[config.mk]
export PLATFORM = sky130hd
export DESIGN_NAME = stepper_sequencer
export DESIGN_NICKNAME = d
export VERILOG_FILES = /design/src/rtl/stepper_pkg.sv /design/src/rtl/step_rate_gen.sv /design/src/rtl/stepper_sequencer.sv
export SDC_FILE = /design/constraint.sdc
export NUM_CORES = 1
export LEC_CHECK = 0
export CELL_PAD_IN_SITES_DETAIL_PLACEMENT = 2
export CELL_PAD_IN_SITES_GLOBAL_PLACEMENT = 2
export CORE_MARGIN = 3
export CORE_UTILIZATION = 34
export DETAILED_ROUTE_END_ITERATION = 7
export DONT_BUFFER_PORTS = 1
export PLACE_DENSITY_LB_ADDON = 0.1
export SYNTH_ARGS = -nofsm -noshare
export SYNTH_HDL_FRONTEND = slang
export SYNTH_SLANG_ARGS = --single-unit
export TNS_END_PERCENT = 5
[constraint.sdc]
create_clock -name clk -period 8 [get_ports clk]
set_input_delay 2.4 -clock clk [delete_from_list [all_inputs] [get_ports clk]]
set_output_delay 2.4 -clock clk [all_outputs]
set_load 0.03 [all_outputs]
[src/rtl/stepper_pkg.sv]
// stepper_pkg: mode encodings, half-step coil table and phase decode shared by the stepper sequencer
package stepper_pkg;
    localparam int PHASE_W = 3;
    localparam logic [1:0] MODE_WAVE  = 2'b00;
    localparam logic [1:0] MODE_FULL  = 2'b01;
    localparam logic [1:0] MODE_HALF  = 2'b10;
    localparam logic [1:0] MODE_COAST = 2'b11;
    // entry [0] is the lowest nibble: 0001, 0011, 0010, 0110, 0100, 1100, 1000, 1001
    localparam logic [7:0][3:0] HALF_TABLE = {4'b1001, 4'b1000, 4'b1100, 4'b0100,
                                              4'b0110, 4'b0010, 4'b0011, 4'b0001};

    function automatic logic [3:0] coil_decode(input logic [1:0] mode, input logic [PHASE_W-1:0] p);
        return mode == MODE_WAVE ? HALF_TABLE[p & 3'd6] :
               mode == MODE_FULL ? HALF_TABLE[p | 3'd1] :
               mode == MODE_HALF ? HALF_TABLE[p] : 4'b0000;
    endfunction
endpackage

[src/rtl/step_rate_gen.sv]
// step_rate_gen: programmable divider issuing a registered one-cycle tick every rate_div+1 cycles
module step_rate_gen #(
    parameter int DIV_WIDTH = 16
) (
    input  logic                 clk,
    input  logic                 rst_n,
    input  logic                 run,
    input  logic                 clear,
    input  logic [DIV_WIDTH-1:0] rate_div,
    output logic                 tick
);
    logic [DIV_WIDTH-1:0] cnt;
    logic                 active;
    logic                 term;

    assign active = run && !clear && rate_div != '0;
    // >= so a rate_div lowered below the running count terminates on the next edge
    assign term   = cnt >= rate_div;

    always_ff @(posedge clk or negedge rst_n) begin
        if (!rst_n) begin
            cnt  <= '0;
            tick <= 1'b0;
        end else begin
            tick <= active && term;
            cnt  <= (active && !term) ? cnt + DIV_WIDTH'(1) : '0;
        end
    end
endmodule

[src/rtl/stepper_sequencer.sv]
// stepper_sequencer: wave/full/half-step coil sequencer with signed position, fed by
// synchronised STEP/DIR pins or the internal rate generator
module stepper_sequencer
    import stepper_pkg::*;
#(
    parameter int POS_WIDTH = 32,
    parameter int DIV_WIDTH = 16
) (
    input  logic                 clk,
    input  logic                 rst_n,
    input  logic                 ena,
    input  logic                 ext_ctrl,
    input  logic                 step_in,
    input  logic                 dir_in,
    input  logic                 run,
    input  logic                 dir_int,
    input  logic [DIV_WIDTH-1:0] rate_div,
    input  logic [1:0]           mode,
    input  logic                 pos_clr,
    output logic [3:0]           coils_out,
    output logic [POS_WIDTH-1:0] position,
    output logic                 step_pulse
);
    logic                 step_s1, step_s2, step_prev, edge_q;
    logic                 dir_s1, dir_s2;
    logic                 tick, step, fwd;
    logic [PHASE_W-1:0]   phase, phase_nxt, inc;
    logic [POS_WIDTH-1:0] pos_nxt;

    step_rate_gen #(.DIV_WIDTH(DIV_WIDTH)) u_rate (
        .clk      (clk),
        .rst_n    (rst_n),
        .run      (run),
        .clear    (!ena || ext_ctrl),
        .rate_div (rate_div),
        .tick     (tick)
    );

    // step_prev always tracks the synchronised level, so edges seen while the
    // internal source is selected are absorbed and a source switch cannot fake a step
    always_ff @(posedge clk or negedge rst_n) begin
        if (!rst_n) begin
            step_s1   <= 1'b0;
            step_s2   <= 1'b0;
            step_prev <= 1'b0;
            edge_q    <= 1'b0;
            dir_s1    <= 1'b0;
            dir_s2    <= 1'b0;
        end else begin
            step_s1   <= step_in;
            step_s2   <= step_s1;
            step_prev <= step_s2;
            edge_q    <= ext_ctrl && step_s2 && !step_prev;
            dir_s1    <= dir_in;
            dir_s2    <= dir_s1;
        end
    end

    always_comb begin
        step      = ena && (ext_ctrl ? edge_q : tick);
        fwd       = ext_ctrl ? dir_s2 : dir_int;
        inc       = mode == MODE_HALF ? 3'd1 : 3'd2;
        phase_nxt = !step ? phase : fwd ? phase + inc : phase - inc;
        pos_nxt   = pos_clr ? '0 : !step ? position :
                    fwd ? position + POS_WIDTH'(1) : position - POS_WIDTH'(1);
    end

    always_ff @(posedge clk or negedge rst_n) begin
        if (!rst_n) begin
            phase      <= '0;
            position   <= '0;
            step_pulse <= 1'b0;
            coils_out  <= 4'b0000;
        end else begin
            phase      <= phase_nxt;
            position   <= pos_nxt;
            step_pulse <= step;
            coils_out  <= ena ? coil_decode(mode, phase_nxt) : 4'b0000;
        end
    end
endmodule

==> impl_results.md, run 1 <==
* Status: finished, final reports clean
* Antenna cells at 0
* Mux share of post-synthesis cell area at 1.08%
* Worst hold slack at 0.349 ns
* Vias at 4,262
* Placed insts at 724
* Average size of a mapped cell at 8.61 sq um
* Setup crit end kind: register
* Worst setup SP type: input port
* Final min period at 5.75 ns
* Number of nets still failing antenna checks after routing at 0
* XOR/XNOR Fraction of Synth Area at 6.68%
* Worst-margin pin slew at 1.18 ns
* DP Worst Slack at 1.80 ns
* Critical setup path kind: input port to register
* Root buffer cell: clkbuf_16
* Gr busiest metal: met2
* Largest net degree at the start of global routing at 64
* Core Region at 13,900 sq um
* DRC at 0
* Post-Place Cell Area at 5020 sq um
* Internal power at 0.640 mW
* Drt total wl at 15,100 um
* Commonest cells after routing, fill and taps aside: 78 x nand2_1, 63 x dfrtp_1, 59 x a21oi_1, 55 x ha_1, 29 x nor2_1
* Highest clock rate at 174 MHz
* Detail Placement HPWL at 11,100 um
* Synth Area in Compound Gates at 21.1%
* Worst Setup SP: ext_ctrl
* Clock Power Share at 45.1%
* Sequential-to-total area share from yosys stat at 32.5%
* Clock buffer count from CTS at 9
* Hold Buf Count CTS at 0
* Final Skew at 0.00804 ns
* R2r startpoint: dir_s2
* Fin. max-slew vios at 0
* Vias per inst at 5.77
* Maxcap violations at 0
* Worst hold path type: register to register
* Simple-Gate Fraction of Synth Area at 19.7%
* Tot Pwr at 0.890 mW
* Worst rel slew slack at 21.0%
* First-pass GRT wire length at 25,400 um
* Nets at 639
* Combinational power share at 14.4%
* Worst EP arrival at 5.97 ns
* I/O Buffers at 0
* Layout area overhead at 9.73%
* Initial Util at 34.8%
* Total net switching power at 0.250 mW
* Final design utilization at 38.2%
* Share of layout cells above drive strength 1 at 4.65%
* Sequential share of power at 40.5%
* Total grt overflow at 0
* Area share of fa/ha/maj cells after synthesis at 15.0%
* Mapped Area at 4850 sq um
* Critical Path RT at 8.22 ns
* Htree depth at 3
* Async SR Flop Fraction at 100%
* Commonest non-fill, non-tap cell in the layout: nand2_1
* Final Worst Setup Slack at 2.25 ns
* Met1 Use GR at 22.6%
* CTS tree: built
* Fin cells at 739
* Clk Latency, worst-skew pair at 0.34 ns
* Clock Sinks at 63
* # fillers at 1,558
* Number of global-route vias before repair at 4,825
* Met3 Usage GRT at 4.44%
* Final critical-path share of the clock period at 71.9%
* Worst VDD drop at 0.0000719 V
* LEAKAGE at 2.53 nW
* CTS clk-pin slew, worst paths at 0.06 ns
* Post-CTS Setup Bufs at 0
* Row count at 43
* Synthesized instance count at 563
* IO Count at 64
* Synthesis Warnings at 0
* GP Congestion at 0.802
* Count of final hold-check violations at 0
* Cell area after layout at 5320 sq um
* Final setup viols at 0
* Crit path max fanout at 30
* DRC violation total after the first TritonRoute iteration at 141
* Total track usage at 19.8%
* Die ar. at 15,700 sq um
* Net Count, Synth at 647
* #FFs+latches synth at 63
* Hold_sp: step_s1
* Ys flop type: dfrtp_1
* Pre-antenna DRT Iters at 4
* Switch share at 28.1%
* WL per Instance at 20.4 um
* Unrepaired setup endpoints after global routing: false
* Initial antenna violation count at 0
* Resized Gates After CTS at 0
* Grt met2 use at 37.4%
* PD cells at 167 nW/um^2
* Die Wd at 125 um
* CTS max path bufs at 2
* Post-synth EDFFs at 0
* Synth cell types at 60
* Die Ht at 125 um
* Largest family of logic cells by synthesized area: compound AO/OA/AOI/OAI gates
* Setup TNS at 0 ns
[metal layers]
layer	up-vias	wire length, um
met1	2183	6340
met2	47	8120
met4	0	130
met5	-	0
li1	2025	-
met3	7	485
[sequential cells by signal, indices dropped and copies added, names as in the netlist, 3 cells and up]
signal      cells
coils_out       4
phase           3
position       32
u_rate.cnt     16
[power by group through the flow]
stage               combinational, mW  sequential [mW]  clock [mW]
finish                          0.128            0.360       0.401
detailed placement              0.130            0.366           0
global placement                0.122            0.366           0
floorplan                       0.101            0.363           0
global route                    0.148            0.362       0.432
CTS                             0.131            0.361       0.415
[worst paths after layout]
path / to / slack, ns / cells past startpoint
setup / recovery: position[30] / 2.25 / 9
hold / removal: step_s2 / 0.35 / 0
setup reg to reg: position[30] / 3.96 / 9
hold reg to reg: step_s2 / 0.35 / 0
max in group asynchronous: position[1] / 6.14 / 0
min in group asynchronous: position[29] / 1.76 / 0
[cell usage after synthesis, drive strengths merged, types with 2 or more instances]
library cell	instances	share of area, %
nor3	10	1.0
o211ai	2	0.31
inv	27	2.1
and4	4	0.75
nand2	79	6.1
nand3	22	2.3
a21o	25	3.9
buf	6	0.62
nand2b	4	0.52
dfrtp	63	33
a2111oi	13	2.3
ha	55	14
o31ai	2	0.31
and3	9	1.2
or4	4	0.64
a21oi	60	6.4
nand4	11	1.4
a31oi	2	0.26
nor2b	8	1.2
nor4	4	0.52
o311ai	2	0.36
o21ai	21	2.2
nor2	29	2.2
nand3b	3	0.46
o2111ai	2	0.49
a211oi	6	0.93
xnor2	19	3.4
o21bai	5	0.77
mux2i	3	0.62
nor4b	2	0.36
fa	2	0.83
xor2	18	3.3
a21boi	3	0.46
clkbuf	16	1.2
or3	4	0.52
mux2	2	0.46
[cells by family (layout without fill, tap and decap cells)]
kind of cell	count (synthesis)	after routing
simple gates	196	196
compound gates	156	156
flops	63	63
fa+ha+maj	57	57
buf+inv	49	45
xor+xnor	37	37
mux	5	5
[worst max-delay path: stages]
cell,delay (ns)
mux2i_4,0.86
ha_1,0.42
a21oi_1,0.26
o21ai_0,0.16
a221oi_1,0.52
o211ai_1,0.35
a211oi_1,0.43
o21ai_0,0.21
o311ai_0,0.35
[area by class of cell]
class                           count  area, sq um  share of cell area, %
Timing Repair Buffer                3         22.5                  0.423
Multi-Input combinational cell    451         3100                   58.2
Clock buffer                       12          256                   4.82
Sequential cell                    63         1580                   29.6
Inverter                           27          101                   1.90
Clock inverter                      3         42.5                  0.799
Tap cell                          180          225                   4.23
(Power assumes the default switching activity.)
==> run 2, diff against run 1 <==
==> constraint.sdc (replaced) <==
create_clock -name clk -period 5.08 [get_ports clk]
set_input_delay 1.524 -clock clk [delete_from_list [all_inputs] [get_ports clk]]
set_output_delay 1.524 -clock clk [all_outputs]
set_load 0.03 [all_outputs]
==> run 2 against run 1 <==
Utilization is 0.40 points higher; final area is 1.1% higher; sequential power is 57% higher; sequential share of layout area is 0.31 points lower; via count is 1.9% higher; global-route usage is 0.19 points higher; clock skew is 0.0030 ns higher; count of clock-buffer cells in the layout is 3 lower; final cell count is 0.68% higher; register-to-register slack worse by 2.4 ns; clock power is 76% higher; first-iteration DRC count is 31% higher.
==> impl_results.md, run 2 (synthesis gave the netlist of run 1 again) <==
* Drt total wl at 15,100 um (about the same)
* Max incr delay on CP at 0.52 ns (was 0.86 ns)
* Vias per inst at 5.84 (was 5.77)
* Highest clock rate at 229 MHz
* Switch share at 29.7% (was 28.1%)
* Crit path max-delay family: compound AO/OA/AOI/OAI gates (unchanged)
* Setup crit end kind: register (unchanged)
* Total net switching power at 0.442 mW (was 0.250 mW)
* Resized Gates After CTS at 0 (unchanged)
* Number of flip-flops in the largest register at 32 (unchanged)
* Internal power at 1.04 mW (was 0.640 mW)
* Total track usage at 20.0% (was 19.8%)
* GP Congestion at 0.838 (was 0.802)
* Die Ht at 125 um (unchanged)
* I/O Buffers at 0 (unchanged)
* Total grt overflow at 0 (unchanged)
* Count of final hold-check violations at 0 (unchanged)
* Top Registers: position x32, u_rate.cnt x16, coils_out x4 (unchanged)
* Row count at 43 (unchanged)
* Post-CTS Setup Bufs at 0 (unchanged)
* Commonest non-fill, non-tap cell in the layout: nand2_1 (unchanged)
* Worst r2r path cells at 11 (was 9)
* Final Skew at 0.0110 ns (was 0.00804 ns)
* DP Worst Slack at 0.330 ns (was 1.80 ns)
* CTS clk-pin slew, worst paths at 0.06 ns (about the same)
* Critical Path RT at 5.31 ns (was 8.22 ns)
* Layout area overhead at 10.9% (was 9.73%)
* Hold Path Sink: dir_s2 (was step_s2)
* Vias at 4,344 (was 4,262)
* Tot Pwr at 1.48 mW (was 0.890 mW)
* Fin. max-slew vios at 0 (unchanged)
* LEAKAGE at 2.56 nW (was 2.53 nW)
* Worst-margin pin slew at 1.13 ns (was 1.18 ns)
* Number of nets still failing antenna checks after routing at 0 (unchanged)
* CTS tree: built (unchanged)
* Maxcap violations at 0 (unchanged)
* Cell mode on critical path: a21oi_1 (was o21ai_0)
* Top reg by flops: position (unchanged)
* Initial Util at 34.8% (unchanged)
* First-pass GRT wire length at 25,400 um (about the same)
* Htree depth at 3 (unchanged)
* Crit path max fanout at 13 (was 30)
* Unrepaired setup endpoints after global routing: false (unchanged)
* DRC at 0 (unchanged)
* PD cells at 276 nW/um^2 (was 167 nW/um^2)
* Buf/Inv on CP at 1 (was 0)
* Die Wd at 125 um (unchanged)
* Worst rel slew slack at 24.5% (was 21.0%)
* Pre-antenna DRT Iters at 4 (unchanged)
* Setup TNS at 0 ns (unchanged)
* Hold depth at 0 (unchanged)
* Worst EP arrival at 4.60 ns (was 5.97 ns)
* Final setup viols at 0 (unchanged)
* Worst setup SP type: input port (unchanged)
* Worst R2R End: position[31] (was position[30])
* CTS max path bufs at 2 (unchanged)
* Core Region at 13,900 sq um (unchanged)
* Combinational power share at 14.2% (was 14.4%)
* Critical setup path kind: input port to register (unchanged)
* Final Worst Setup Slack at 0.710 ns (was 2.25 ns)
* Root buffer cell: clkbuf_16 (unchanged)
* Clock buffer count from CTS at 9 (unchanged)
* Die ar. at 15,700 sq um (unchanged)
* WL per Instance at 20.2 um (was 20.4 um)
* R2r startpoint: dir_s2 (unchanged)
* Critical Path, Cell by Cell: mux2i_4 -> buf_4 -> ha_1 -> a21oi_1 -> a21o_1 -> a21boi_0 -> o2111ai_2 -> a21oi_1 -> o221ai_1 -> nor2_1 -> mux2_1 (was mux2i_4 -> ha_1 -> a21oi_1 -> o21ai_0 -> a221oi_1 -> o211ai_1 -> a211oi_1 -> o21ai_0 -> o311ai_0)
* Hold Buf Count CTS at 0 (unchanged)
* Number of global-route vias before repair at 4,823 (was 4,825)
* Clk Latency, worst-skew pair at 0.35 ns (was 0.34 ns)
* Final min period at 4.37 ns
* Share of layout cells above drive strength 1 at 5.67% (was 4.65%)
* Sequential share of power at 38.2% (was 40.5%)
* Antenna cells at 0 (unchanged)
* Nets at 643 (was 639)
* IO Count at 64 (unchanged)
* Clock Power Share at 47.6% (was 45.1%)
* Worst VDD drop at 0.000116 V (was 0.0000719 V)
* Hold_sp: dir_s1 (was step_s1)
* Slowest CP cell: mux2i_4 (unchanged)
* Worst hold path type: register to register (unchanged)
* DRC violation total after the first TritonRoute iteration at 185 (was 141)
* Initial antenna violation count at 0 (unchanged)
* Detail Placement HPWL at 11,000 um (was 11,100 um)
* Clock Sinks at 63 (unchanged)
* R2R setup slack at 1.54 ns (was 3.96 ns)
* Commonest cells after routing, fill and taps aside: 78 x nand2_1, 63 x dfrtp_1, 59 x a21oi_1, 55 x ha_1, 29 x nor2_1 (unchanged)
* Largest net degree at the start of global routing at 64 (unchanged)
* Final critical-path share of the clock period at 86.0%
* Status: finished, final reports clean (unchanged)
-- run 2: cell types whose count changed in the layout (fill, tap and decap cells not counted) --
cell        change
clkinvlp_4      -1
clkbuf_8        -2
buf_4           +4
inv_6           +4
bufinv_16       +1
clkbuf_1        -1
-- run 2: power by group through the flow --
stage                     clock network [mW]  logic [mW]  registers, mW
after floorplan                            0       0.160          0.572
after global placement                     0       0.197          0.576
after detailed placement                   0       0.209          0.577
after CTS                              0.725       0.215          0.568
after global routing                   0.747       0.239          0.570
final                                  0.707       0.211          0.567
-- run 2: routing by layer --
metal  track usage, %  vias up  routed length [um]
met5                0        -                   0
met4             4.59        0                 139
met3             5.25       10                 648
met2             34.2       79                7370
met1             25.2     2213                6900
li1                 -     2042                   -
-- run 2: worst max path at each step --
stage,startpoint,endpoint,slack [ns],cells past startpoint
after CTS,ext_ctrl,position[31],0.66,11
after detailed placement,ext_ctrl,position[31],0.33,10
final,ext_ctrl,position[31],0.71,11
after global routing,ext_ctrl,position[31],0.38,11
after floorplan,ext_ctrl,position[31],0.29,11
after global placement,ext_ctrl,position[31],0.39,10
-- run 2: layout make-up --
class                           instances  area, sq um
Sequential cell                        63         1580
Tap cell                              180          225
Fill cell                            1543         8560
Clock inverter                          7          100
Timing Repair Buffer                    7         52.6
Inverter                               27          101
Multi-Input combinational cell        451         3100
Clock buffer                            9          225
-- run 2: through the flow --
| step | cells | utilization [%] | area [sq um] | hold WS [ns] |
|---|---|---|---|---|
| 6_report | 744 | 38.6 | 5380 | 0.351 |
| 5_1_grt | 744 | 38.6 | 5380 | 0.364 |
| 4_1_cts | 744 | 38.6 | 5380 | 0.356 |
| 3_5_place_dp | 728 | 36.3 | 5050 | 0.342 |
| 3_3_place_gp | 728 | 36.3 | 5050 | 0.333 |
| 2_1_floorplan | 563 | - | 4860 | 0.331 |
==> run 3, diff against run 2 <==
==> constraint.sdc (replaced) <==
create_clock -name clk -period 5.08 [get_ports clk]
set_input_delay 1.524 -clock clk [delete_from_list [all_inputs] [get_ports clk]]
set_output_delay 1.524 -clock clk [all_outputs]
set_load 0.005 [all_outputs]
==> run 3 against run 2 <==
Clock skew down 0.0014 ns; wire length down 0.63%; power down 2.5%; critical path depth unchanged; sequential power down 4.2%; die area unchanged; critical endpoint unchanged; largest cell class unchanged.
==> impl_results.md, run 3 (synthesis gave the netlist of run 1 again) <==
* Critical Path RT at 5.29 ns (was 5.31 ns)
* Cell area after layout at 5380 sq um (about the same)
* Worst EP arrival at 4.79 ns (was 4.60 ns)
* Worst Setup SP: ext_ctrl (unchanged)
* Pre-antenna DRT Iters at 4 (unchanged)
* Count of final hold-check violations at 0 (unchanged)
* CTS tree: built (unchanged)
* Total track usage at 19.7% (was 20.0%)
* Resized Gates After CTS at 0 (unchanged)
* Worst rel slew slack at 19.2% (was 24.5%)
* Layout area overhead at 10.8% (was 10.9%)
* WL per Instance at 20.1 um (was 20.2 um)
* Final min period at 4.58 ns (was 4.37 ns)
* Commonest non-fill, non-tap cell in the layout: nand2_1 (unchanged)
* Critical setup path kind: input port to register (unchanged)
* Clock Sinks at 63 (unchanged)
* LEAKAGE at 2.56 nW (about the same)
* Fin cells at 743 (was 744)
* Htree depth at 3 (unchanged)
* IO Count at 64 (unchanged)
* Fin. max-slew vios at 0 (unchanged)
* Number of flip-flops in the largest register at 32 (unchanged)
* Largest net degree at the start of global routing at 64 (unchanged)
* Share of layout cells above drive strength 1 at 5.51% (was 5.67%)
* R2r startpoint: dir_s2 (unchanged)
* CTS max path bufs at 2 (unchanged)
* # fillers at 1,566 (was 1,543)
* Status: finished, final reports clean (unchanged)
* CTS clk-pin slew, worst paths at 0.06 ns (about the same)
* Setup crit end kind: register (unchanged)
* Top reg by flops: position (unchanged)
* Final critical-path share of the clock period at 90.2% (was 86.0%)
* Total grt overflow at 0 (unchanged)
* Number of nets still failing antenna checks after routing at 0 (unchanged)
* Row count at 43 (unchanged)
* DRC violation total after the first TritonRoute iteration at 114 (was 185)
* Die ar. at 15,700 sq um (unchanged)
* Vias at 4,292 (was 4,344)
* Worst setup SP type: input port (unchanged)
* Worst r2r path cells at 11 (unchanged)
* Drt total wl at 15,000 um (was 15,100 um)
* Maxcap violations at 0 (unchanged)
* Sequential share of power at 37.5% (was 38.2%)
* Initial antenna violation count at 0 (unchanged)
* Placed insts at 727 (was 728)
* DRC at 0 (unchanged)
* Worst R2R End: position[31] (unchanged)
* Detail Placement HPWL at 11,000 um (about the same)
* Antenna cells at 0 (unchanged)
* Final design utilization at 38.6% (about the same)
* PD cells at 269 nW/um^2 (was 276 nW/um^2)
* Worst hold path type: register to register (unchanged)
* Die Wd at 125 um (unchanged)
* Clock Power Share at 48.1% (was 47.6%)
* Die Ht at 125 um (unchanged)
* Switch share at 28.0% (was 29.7%)
* Combinational power share at 14.4% (was 14.2%)
* Core Region at 13,900 sq um (unchanged)
* Nets at 642 (was 643)
* Tot Pwr at 1.45 mW (was 1.48 mW)
* Commonest cells after routing, fill and taps aside: 78 x nand2_1, 63 x dfrtp_1, 59 x a21oi_1, 55 x ha_1, 29 x nor2_1 (unchanged)
* Worst-margin pin slew at 1.20 ns (was 1.13 ns)
* Top Registers: position x32, u_rate.cnt x16, coils_out x4 (unchanged)
* First-pass GRT wire length at 25,200 um (was 25,400 um)
* Root buffer cell: clkbuf_16 (unchanged)
* Worst VDD drop at 0.000148 V (was 0.000116 V)
* Vias per inst at 5.78 (was 5.84)
* Clock buffer count from CTS at 9 (unchanged)
* Initial Util at 34.8% (unchanged)
* Crit path max fanout at 18 (was 13)
* Hold Buf Count CTS at 0 (unchanged)
* R2R setup slack at 1.33 ns (was 1.54 ns)
* Post-Place Cell Area at 5040 sq um (was 5050 sq um)
* Setup TNS at 0 ns (unchanged)
* Unrepaired setup endpoints after global routing: false (unchanged)
* Total net switching power at 0.406 mW (was 0.442 mW)
* I/O Buffers at 0 (unchanged)
* GP Congestion at 0.833 (was 0.838)
* Final setup viols at 0 (unchanged)
* Hold depth at 0 (unchanged)
* Worst setup endpoint: position[31] (unchanged)
* Post-CTS Setup Bufs at 0 (unchanged)
* Number of global-route vias before repair at 4,690 (was 4,823)
* Highest clock rate at 218 MHz (was 229 MHz)
* Internal power at 1.04 mW (about the same)
* Final Skew at 0.00969 ns (was 0.0110 ns)
* Clk Latency, worst-skew pair at 0.34 ns (was 0.35 ns)
## run 3: power by group through the flow
stage / Combinational (mW) / Clock, mW / Sequential, mW
global route: 0.238 / 0.743 / 0.546
finish: 0.208 / 0.697 / 0.543
CTS: 0.211 / 0.722 / 0.544
global placement: 0.196 / 0 / 0.552
detailed placement: 0.207 / 0 / 0.553
floorplan: 0.160 / 0 / 0.548
## run 3: worst min path at each step
stage | from | to | slack, ns
final | step_s1 | step_s2 | 0.34
after global routing | step_s1 | step_s2 | 0.36
after CTS | step_s1 | step_s2 | 0.35
after detailed placement | step_s1 | step_s2 | 0.34
after global placement | dir_s1 | dir_s2 | 0.33
after floorplan | dir_s1 | dir_s2 | 0.33
## run 3: worst max-delay path: stages
cell       delay (ns)
mux2i_4          0.64
buf_4            0.35
ha_1             0.27
a21oi_1          0.11
a21o_1           0.19
a21boi_0         0.28
o2111ai_2        0.28
a21oi_1          0.46
o221ai_1         0.17
nor2_1           0.15
mux2_1           0.34
## run 3: stage by stage
step | worst slack (ns) | hold WS (ns)
global route | 0.199 | 0.362
detailed placement | 0.154 | 0.337
CTS | 0.493 | 0.345
floorplan | 0.290 | 0.331
global placement | 0.285 | 0.332
finish | 0.499 | 0.340
## run 3: final cells by class
class,instances,area [sq um],area share (%)
timing repair buffer,6,45.0,0.838
multi-input combinational,451,3100,57.6
clock buffer,9,225,4.19
sequential,63,1580,29.3
clock inverter,7,105,1.96
inverter,27,101,1.89
tap,180,225,4.19
## run 3: metal layers
layer	wire, um	track usage, %	vias up
li1	-	-	2033
met1	6870	25.6	2188
met2	7440	33.9	63
met3	537	4.14	8
met4	113	4.02	0
met5	0	0	-
